[config.mk]
export PLATFORM = sky130hd
export DESIGN_NAME = pc_predict_unit
export DESIGN_NICKNAME = d
export VERILOG_FILES = /design/src/rtl/pc_predict_unit_pkg.sv /design/src/rtl/pc_predict_unit_btb_table.sv /design/src/rtl/pc_predict_unit.sv
export SDC_FILE = /design/constraint.sdc
export NUM_CORES = 1
export LEC_CHECK = 0
export BUFFER_PORTS_ARGS = -buffer_cell sky130_fd_sc_hd__buf_4
export CAP_MARGIN = 0
export CORE_MARGIN = 5
export CORE_UTILIZATION = 40
export CTS_CLUSTER_SIZE = 30
export DETAILED_ROUTE_END_ITERATION = 10
export REMOVE_ABC_BUFFERS = 1
export SLEW_MARGIN = 40
export SYNTH_ARGS = -nofsm -noshare
export SYNTH_HDL_FRONTEND = slang
export SYNTH_SLANG_ARGS = --single-unit
export TNS_END_PERCENT = 5
[constraint.sdc]
create_clock -name clk -period 7.6 [get_ports clk]
set_input_delay 0.38 -clock clk [delete_from_list [all_inputs] [get_ports clk]]
set_output_delay 0.38 -clock clk [all_outputs]
set_load 0.1 [all_outputs]
[src/rtl/pc_predict_unit_pkg.sv]
// pc_predict_unit_pkg: shared definitions for the pre-fetch PC generator.
//   - RESET_PC_DEFAULT : first fetch address after reset
//   - BTB entry field widths
//   - pf_state_e       : pre-fetch FSM states
//   - ctr_inc/ctr_dec  : 2-bit saturating counter helpers (used when the
//                        BTB_BHT_EN macro is defined)
package pc_predict_unit_pkg;

   localparam logic [31:0] RESET_PC_DEFAULT = 32'h1c000000;
   localparam int unsigned PC_W             = 32;
   localparam int unsigned TARGET_W         = 30;   // target[31:2]; low bits are always 0
   localparam int unsigned CTR_W            = 2;
   localparam logic [1:0]  CTR_ALLOC        = 2'b10;

   typedef enum logic [1:0] {
      BOOT     = 2'd0,
      RUN      = 2'd1,
      REDIRECT = 2'd2
   } pf_state_e;

   function automatic logic [1:0] ctr_inc(input logic [1:0] c);
      return (c == 2'b11) ? c : c + 2'b01;
   endfunction

   function automatic logic [1:0] ctr_dec(input logic [1:0] c);
      return (c == 2'b00) ? c : c - 2'b01;
   endfunction

endpackage

[src/rtl/pc_predict_unit_btb_table.sv]
// btb_table: direct-mapped branch target buffer.
//   clk, reset           : clock, synchronous active-high reset (clears valids)
//   rd_word, rd_hit,
//   rd_target            : combinational lookup on PC[31:2]; hit and target[31:2]
//   wr_valid, wr_word,
//   wr_taken, wr_target  : one training write per cycle, applied at the clock edge
// Optional: BTB_BHT_EN adds a 2-bit saturating counter per entry; a hit then
// predicts taken only when the counter's upper bit is set.
module btb_table
   import pc_predict_unit_pkg::*;
#(
   parameter int unsigned ENTRIES = 16
) (
   input  logic        clk,
   input  logic        reset,
   input  logic [29:0] rd_word,
   output logic        rd_hit,
   output logic [29:0] rd_target,
   input  logic        wr_valid,
   input  logic [29:0] wr_word,
   input  logic        wr_taken,
   input  logic [29:0] wr_target
);

   localparam int unsigned IDX_W = $clog2(ENTRIES);
   localparam int unsigned TAG_W = TARGET_W - IDX_W;

   logic [ENTRIES-1:0]  valid_q, valid_d;
   logic [TAG_W-1:0]    tag_q    [ENTRIES];
   logic [TAG_W-1:0]    tag_d    [ENTRIES];
   logic [29:0]         target_q [ENTRIES];
   logic [29:0]         target_d [ENTRIES];
`ifdef BTB_BHT_EN
   logic [CTR_W-1:0]    ctr_q    [ENTRIES];
   logic [CTR_W-1:0]    ctr_d    [ENTRIES];
`endif

   logic [IDX_W-1:0]    rd_idx, wr_idx;
   logic [TAG_W-1:0]    rd_tag, wr_tag;
   logic                wr_match;

   always_comb begin
      rd_idx = rd_word[IDX_W-1:0];
      rd_tag = rd_word[TARGET_W-1 -: TAG_W];
      wr_idx = wr_word[IDX_W-1:0];
      wr_tag = wr_word[TARGET_W-1 -: TAG_W];
   end

   // Read port sees only registered contents: no bypass from a same-cycle write.
   always_comb begin
      rd_hit    = valid_q[rd_idx] && (tag_q[rd_idx] == rd_tag);
`ifdef BTB_BHT_EN
      rd_hit    = rd_hit && ctr_q[rd_idx][1];
`endif
      rd_target = target_q[rd_idx];
   end

   always_comb begin
      valid_d  = valid_q;
      tag_d    = tag_q;
      target_d = target_q;
`ifdef BTB_BHT_EN
      ctr_d    = ctr_q;
`endif
      wr_match = valid_q[wr_idx] && (tag_q[wr_idx] == wr_tag);
      if (wr_valid) begin
         if (wr_taken) begin
            valid_d[wr_idx]  = 1'b1;
            tag_d[wr_idx]    = wr_tag;
            target_d[wr_idx] = wr_target;
`ifdef BTB_BHT_EN
            ctr_d[wr_idx]    = wr_match ? ctr_inc(ctr_q[wr_idx]) : CTR_ALLOC;
`endif
         end else if (wr_match) begin
`ifdef BTB_BHT_EN
            ctr_d[wr_idx]    = ctr_dec(ctr_q[wr_idx]);
`else
            valid_d[wr_idx]  = 1'b0;
`endif
         end
      end
   end

   always_ff @(posedge clk) begin
      if (reset) begin
         valid_q <= '0;
      end else begin
         valid_q  <= valid_d;
         tag_q    <= tag_d;
         target_q <= target_d;
`ifdef BTB_BHT_EN
         ctr_q    <= ctr_d;
`endif
      end
   end

endmodule

[src/rtl/pc_predict_unit.sv]
// pc_predict_unit: pre-fetch stage PC generator with BTB-based next-PC prediction.
//   clk, reset         : clock, synchronous active-high reset
//   if_allowin         : IF stage accepts a PC this cycle
//   inst_sram_en/addr  : instruction fetch request / address (= fetch_pc)
//   pf_to_if_valid     : fetch_pc/pred_pc valid toward IF
//   fetch_pc, pred_pc  : PC being fetched and its predicted successor
//   br_taken_cancel,
//   br_next_pc         : resolved misprediction and corrected PC
//   br_upd_*           : BTB training from a resolved branch
// Optional: BTB_BHT_EN enables 2-bit direction counters in the BTB.
module pc_predict_unit
   import pc_predict_unit_pkg::*;
#(
   parameter int unsigned BTB_ENTRIES = 16,
   parameter logic [31:0] RESET_PC    = RESET_PC_DEFAULT
) (
   input  logic        clk,
   input  logic        reset,
   input  logic        if_allowin,
   output logic        inst_sram_en,
   output logic [31:0] inst_sram_addr,
   output logic        pf_to_if_valid,
   output logic [31:0] fetch_pc,
   output logic [31:0] pred_pc,
   input  logic        br_taken_cancel,
   input  logic [31:0] br_next_pc,
   input  logic        br_upd_valid,
   input  logic [31:0] br_upd_pc,
   input  logic        br_upd_taken,
   input  logic [31:0] br_upd_target
);

   pf_state_e   state_q, state_d;
   logic [31:0] fetch_pc_q, fetch_pc_d;
   logic        btb_hit;
   logic [29:0] btb_target;
   logic        fire;
   logic [3:0]  unused_low_bits;

   // Word-aligned BTB: the byte-offset bits of the training inputs are ignored.
   assign unused_low_bits = {br_upd_pc[1:0], br_upd_target[1:0]};

   btb_table #(
      .ENTRIES (BTB_ENTRIES)
   ) u_btb (
      .clk       (clk),
      .reset     (reset),
      .rd_word   (fetch_pc_q[31:2]),
      .rd_hit    (btb_hit),
      .rd_target (btb_target),
      .wr_valid  (br_upd_valid),
      .wr_word   (br_upd_pc[31:2]),
      .wr_taken  (br_upd_taken),
      .wr_target (br_upd_target[31:2])
   );

   always_comb begin
      fetch_pc       = fetch_pc_q;
      inst_sram_addr = fetch_pc_q;
      pred_pc        = btb_hit ? {btb_target, 2'b00} : fetch_pc_q + 32'd4;
      // Gated by reset so nothing is requested during the reset cycle itself.
      pf_to_if_valid = !reset && (state_q == RUN);
      fire           = pf_to_if_valid && if_allowin;
      inst_sram_en   = fire;

      state_d    = state_q;
      fetch_pc_d = fetch_pc_q;
      if (br_taken_cancel) begin
         // Cancel wins over a fire in the same cycle: the predicted PC is dropped.
         state_d    = REDIRECT;
         fetch_pc_d = br_next_pc;
      end else begin
         unique case (state_q)
            BOOT:     state_d = RUN;
            RUN:      if (fire) fetch_pc_d = pred_pc;
            REDIRECT: state_d = RUN;
            default:  state_d = BOOT;
         endcase
      end
   end

   always_ff @(posedge clk) begin
      if (reset) begin
         state_q    <= BOOT;
         fetch_pc_q <= RESET_PC;
      end else begin
         state_q    <= state_d;
         fetch_pc_q <= fetch_pc_d;
      end
   end

endmodule

Word level (Yosys, flattened, before mapping). Index checks and enable logic that the tools add are counted.

Add/subtract/negate cells: 1. Order comparisons: 6. Eq/ne operators: 5. Mux-type cells: 29. Bitwise operators: 6. Reductions and logical operators: 16.

Operators by type and width (number): 480-bit bitwise mux (1); 416-bit bitwise mux (1); 26-bit binary-select mux with 4-bit select (2); 26-bit two-way mux (5); 32-bit two-way mux (4); 30-bit binary-select mux with 4-bit select (1); 30-bit demux with 4-bit select (1); 26-bit demux with 4-bit select (1); 30-bit two-way mux (3); 26-bit equality test (2); 32-bit by 3-bit adder with 32-bit output, second input constant (1); 16-bit two-way mux (2); 16-bit bitwise AND (1); 16-bit inverter (1); 16-bit OR (1); 5-bit >= comparator, second input constant (2); 4-bit by 5-bit less-than comparator with 1-bit output, second input constant (2); 4-bit inverter with 5-bit output (2); 1-bit binary-select mux with 4-bit select (2); 1-bit logical AND (6); 2-bit nonzero test (3); 5-bit by 1-bit less-than comparator with 1-bit output, second input constant (1); 1-bit demux with 4-bit select (1); 4-bit by 1-bit >= comparator with 1-bit output, second input constant (1); other kinds (12) (16).

Flip-flop bits (word level): 946. Bits of input ports: 102. Word-level logic and storage cells: 99.

Depth between registers and ports, before layout.
Word-level depth: 10. Mapped depth: 14. Gate-level depth less buffers: 9.

By module. A second synthesis with hierarchy kept.

Cells, all modules: 2225. Area, all modules: 42109.1 um2.

By module, submodules not included: btb_table (times used 1, cells each 1798, area each 39053.7 um2, sequential area each 27226.1 um2); pc_predict_unit (times used 1, cells each 427, area each 3055.4 um2, sequential area each 680.7 um2).

Worst setup path before layout. OpenSTA, ideal clock, no wires.

Kind: input to register. From: input br_upd_pc[2]. To: register u_btb.tag_q[364] in the netlist's numbering (enable). Arrival: 5.715 ns. Path slack: 1.346 ns. Stages on the path: 8. Path buffers: 5. Path through: buf_2 buf_4 buf_4 buf_4 buf_1 nor2b_1 nand2_1 nor3_1.

RTL lines: start: declaration (line pc_predict_unit.sv:28) `input logic [31:0] br_upd_pc,`; end signal: assignment (line pc_predict_unit_btb_table.sv:89) `tag_q <= tag_d;`; end: declaration (line pc_predict_unit_btb_table.sv:29) `logic [TAG_W-1:0] tag_q [ENTRIES];`.

Worst setup path after layout.
From: register fetch_pc_q[2], in the netlist fetch_pc[2]. To: output pred_pc[31].

Word-level cells in the longest chain between the ends: 7.

Ends and longest elaborated chain: start: declaration (line pc_predict_unit.sv:34) `logic [31:0] fetch_pc_q, fetch_pc_d;`; start signal: assignment (line pc_predict_unit.sv:88) `fetch_pc_q <= fetch_pc_d;`; 4-bit inverter with 5-bit output (not written as such) (line pc_predict_unit_btb_table.sv:51, pc_predict_unit_btb_table.sv:55); 26-bit binary-select mux with 4-bit select (line pc_predict_unit_btb_table.sv:51) `rd_hit = valid_q[rd_idx] && (tag_q[rd_idx] == rd_tag);`; 26-bit two-way mux (not written as such) (2 in a row) (line pc_predict_unit_btb_table.sv:51); 26-bit equality test (line pc_predict_unit_btb_table.sv:51); 1-bit logical AND (line pc_predict_unit_btb_table.sv:51); 32-bit two-way mux * (line pc_predict_unit.sv:60) `pred_pc = btb_hit ? {btb_target, 2'b00} : fetch_pc_q + 32'd4;`; end: declaration (line pc_predict_unit.sv:24) `output logic [31:0] pred_pc,`.

Every way passes the cells marked *; elsewhere a longest branch is shown, timed or not. The select of a mux whose other input is x is not followed.

==> results.toml <==
[logic_synthesis]
synth_mux_area_frac = 0.219
synth-xor-area-share = 0.0133
synth_warnings = 0
synth_cell_types = 80
ys_top_cells_by_area = "edfxtp_1, mux4_2, mux2i_1"
syn_inst = 2247
synth_commonest_cells = "edfxtp_1, mux4_2, mux2i_1"
yosysTopAreaCellShare = 0.636
synth_area_um2 = 42300
yosys.area_share.simple = 0.0359
ys_ff_latch = 946
synthAdderAreaFrac = 0.000296
synth_most_common_cell = "edfxtp_1"
async_flop_share = 0
synth.avg_cell_area_um2 = 18.8
synth_compound_area_frac = 0.0441
synth-seq-area-share = 0.660
synth_edf_count = 896
synth_top_family_by_area = "multiplexers"
synth_ff_type = "edfxtp_1"
post-synth-top-area-cell = "edfxtp_1"

[finish]
drive_gt1_frac = 0.323
area_growth_pct = 15.6
fin_util = 0.465
final_net_count = 2580
final_area_um2 = 48900

[worst_setup_path]
cp-start-kind = "flop"
critPathArrivalTime_ps = 5580
slowest_delay_ps = 820
path_max_fanout = 68
end_kind = "output port"
critPathLaunch = "fetch_pc[2]"
slowest_stage = "dfxtp_4"
crit_required_ps = 7220
timing.rr.start = "fetch_pc[3]"
crit_chain = "buf_12 -> buf_12 -> buf_16 -> nand2_1 -> nor4_1 -> buf_4 -> and3_1 -> nor2b_1 -> and2_1 -> nand3_1 -> xnor2_1 -> mux2_4 -> buf_4"
rrSetupSlack_ps = 2680
crit_type = "reg -> out"

[global_routing]
grt_pass1_vias = 24700
grt_max_degree = 90
antenna_found_initial = 7
grt_pass1_wl_um = 186000
grt.total_usage = 0.230
grt_overflow_total = 0

[floorplan]
initial_core_util = 0.402
rows = 119
coreArea_um2 = 105000
die_h_um = 335
die_area_um2 = 112000
dieWidth_um = 335
boundaryPins = 200

[clocking]
cts.sinks = 946
clkTransAtPathRegs_ps = 60
htreeDepth = 3
clockRootBuffer = "clkbuf_16"
clk_latency_ps = 690
numCtsBuffers = 97
clockBufferDepth = 3
cts_tree = "built"
post_cts_buffers = 0

[power]
power_uw = 11600
p_comb_frac = 0.106
power.switching_uw = 2850
p_seq_frac = 0.502
p_int_uw = 8740
p_sw_frac = 0.246
cellPowerDensity_nw_per_um2 = 237
clkPwrFrac = 0.393
irDropWorstVdd_mv = 0.183
leakagePower_uw = 0.0157

[drt]
dr.pass1.iters = 6
drt_iter0_drc = 3146
routedWlPerCell_um = 33.2
drtAntennaViolNets = 0
viasPerCell = 6.21
drc_errors = 0
totalWireLength_um = 131000
vias = 24600

[timing]
min_period_over_period = 0.784
fmax_ghz = 0.168
maxSlewViolCount = 0
finalHoldViolCount = 0
tightest_slew_ps = 904
finalSetupViolations = 0
whs_ps = 33.1
fin_skew_ps = 42.0
tns_ps = 0
slew_headroom = 0.396
post-route-min-period_ps = 5960
rsz0062_at_grt = "no"

[worst_hold_path]
hold_path.class = "in -> reg"
hp-start = "br_next_pc[10]"

[placement]
gp_congestion = 0.935
port_buffers = 195
dpl_cell_area_um2 = 45400
post-dp-hpwl_um = 81800

[outcome]
outcome = "finished clean"

[job]
maxCapViolCount = 0
==> sequential cells by signal, summed over array words and instances, names as in the netlist, named ones only <==
register and flops:
state_q 2, u_btb.tag_q 416, u_btb.target_q 480, fetch_pc 32
==> cells by family (layout without fill, tap and decap cells) <==
logic type	after synthesis	in the layout
flip-flops	946	946
multiplexers	494	494
AND/OR/NAND/NOR	280	280
AO/OA/AOI/OAI	239	239
buffers and inverters	223	535
XOR/XNOR	64	64
adder cells (fa/ha/maj)	1	1
other	0	2
==> cell type report <==
cell class / instances / area [µm²]
Clock inverter: 50 / 427
Fill cell: 8882 / 56200
Inverter: 42 / 158
Antenna cell: 2 / 5.00
Clock buffer: 131 / 2620
Tap cell: 1391 / 1740
Timing Repair Buffer: 312 / 2670
Sequential cell: 946 / 27900
Multi-Input combinational cell: 1078 / 13300
==> power by group through the flow <==
stage / registers [µW] / clock network (µW) / logic, µW
3_5_place_dp: 5920 / 0 / 1200
2_1_floorplan: 6100 / 0 / 663
4_1_cts: 5810 / 4640 / 1220
5_1_grt: 5820 / 4860 / 1270
6_report: 5810 / 4550 / 1220
3_3_place_gp: 5920 / 0 / 1190
==> per-stage QoR <==
step,setup WS [ps],instances
final,1640,3952
after global routing,1180,3952
after CTS,1540,3948
after detailed placement,2290,3725
after global placement,2340,3717
after floorplan,-7800,2066
==> per-layer routing <==
metal  vias to the layer above  global-route usage  share of wire
li1                       9846                   -              -
met1                     13200               0.336           0.42
met2                      1327               0.356           0.46
met3                       192              0.0477          0.093
met4                         4              0.0581          0.025
met5                         -                   0        0.00021
==> critical path: cells and delay by family, from the launching register on <==
family                    cells  cell delay (ps)
DFF                           1              820
xor gates and xnor gates      1              180
and+or+nand+nor               6             1860
muxes                         1              290
buffers and inverters         5             1660
==> repair_timing <==
item | 4_1_cts | 5_1_grt
gates resized for setup | 0 | 0
endpoints found under the hold margin | 554 | 0
hold buffers | 42 | 0
==> worst paths after layout <==
path | depth (start not counted) | end
setup / recovery | 13 | pred_pc[31]
hold / removal | 3 | fetch_pc[10]
setup reg to reg | 11 | fetch_pc[28]
hold reg to reg | 1 | state_q[0]
==> cells in the final DEF, fill, tap and decap left out, types with 10 or more instances in the layout <==
| cell type | instances |
|---|---|
| edfxtp_1 | 896 |
| mux4_2 | 335 |
| buf_4 | 252 |
| mux2i_1 | 114 |
| clkbuf_16 | 98 |
| nand2_1 | 51 |
| xnor2_1 | 51 |
| nor2_1 | 46 |
| dfxtp_1 | 44 |
| dlygate4sd3_1 | 42 |
| inv_1 | 39 |
| a22oi_1 | 35 |
| nand3_1 | 30 |
| clkbuf_1 | 29 |
| a31oi_1 | 25 |
| mux2_2 | 24 |
| clkinv_2 | 22 |
| mux2_4 | 21 |
| a21bo_1 | 20 |
| clkinv_1 | 18 |
| o22ai_1 | 18 |
| o21ai_0 | 18 |
| nand4_1 | 17 |
| nor4_1 | 17 |
| nor2b_1 | 16 |
| xor2_1 | 13 |
| nor2_4 | 12 |
| a21oi_1 | 12 |
| nor4b_1 | 12 |
| nor3_1 | 11 |
| a22o_1 | 11 |
| nand2b_1 | 10 |
Power figures use the tool's default switching activity.
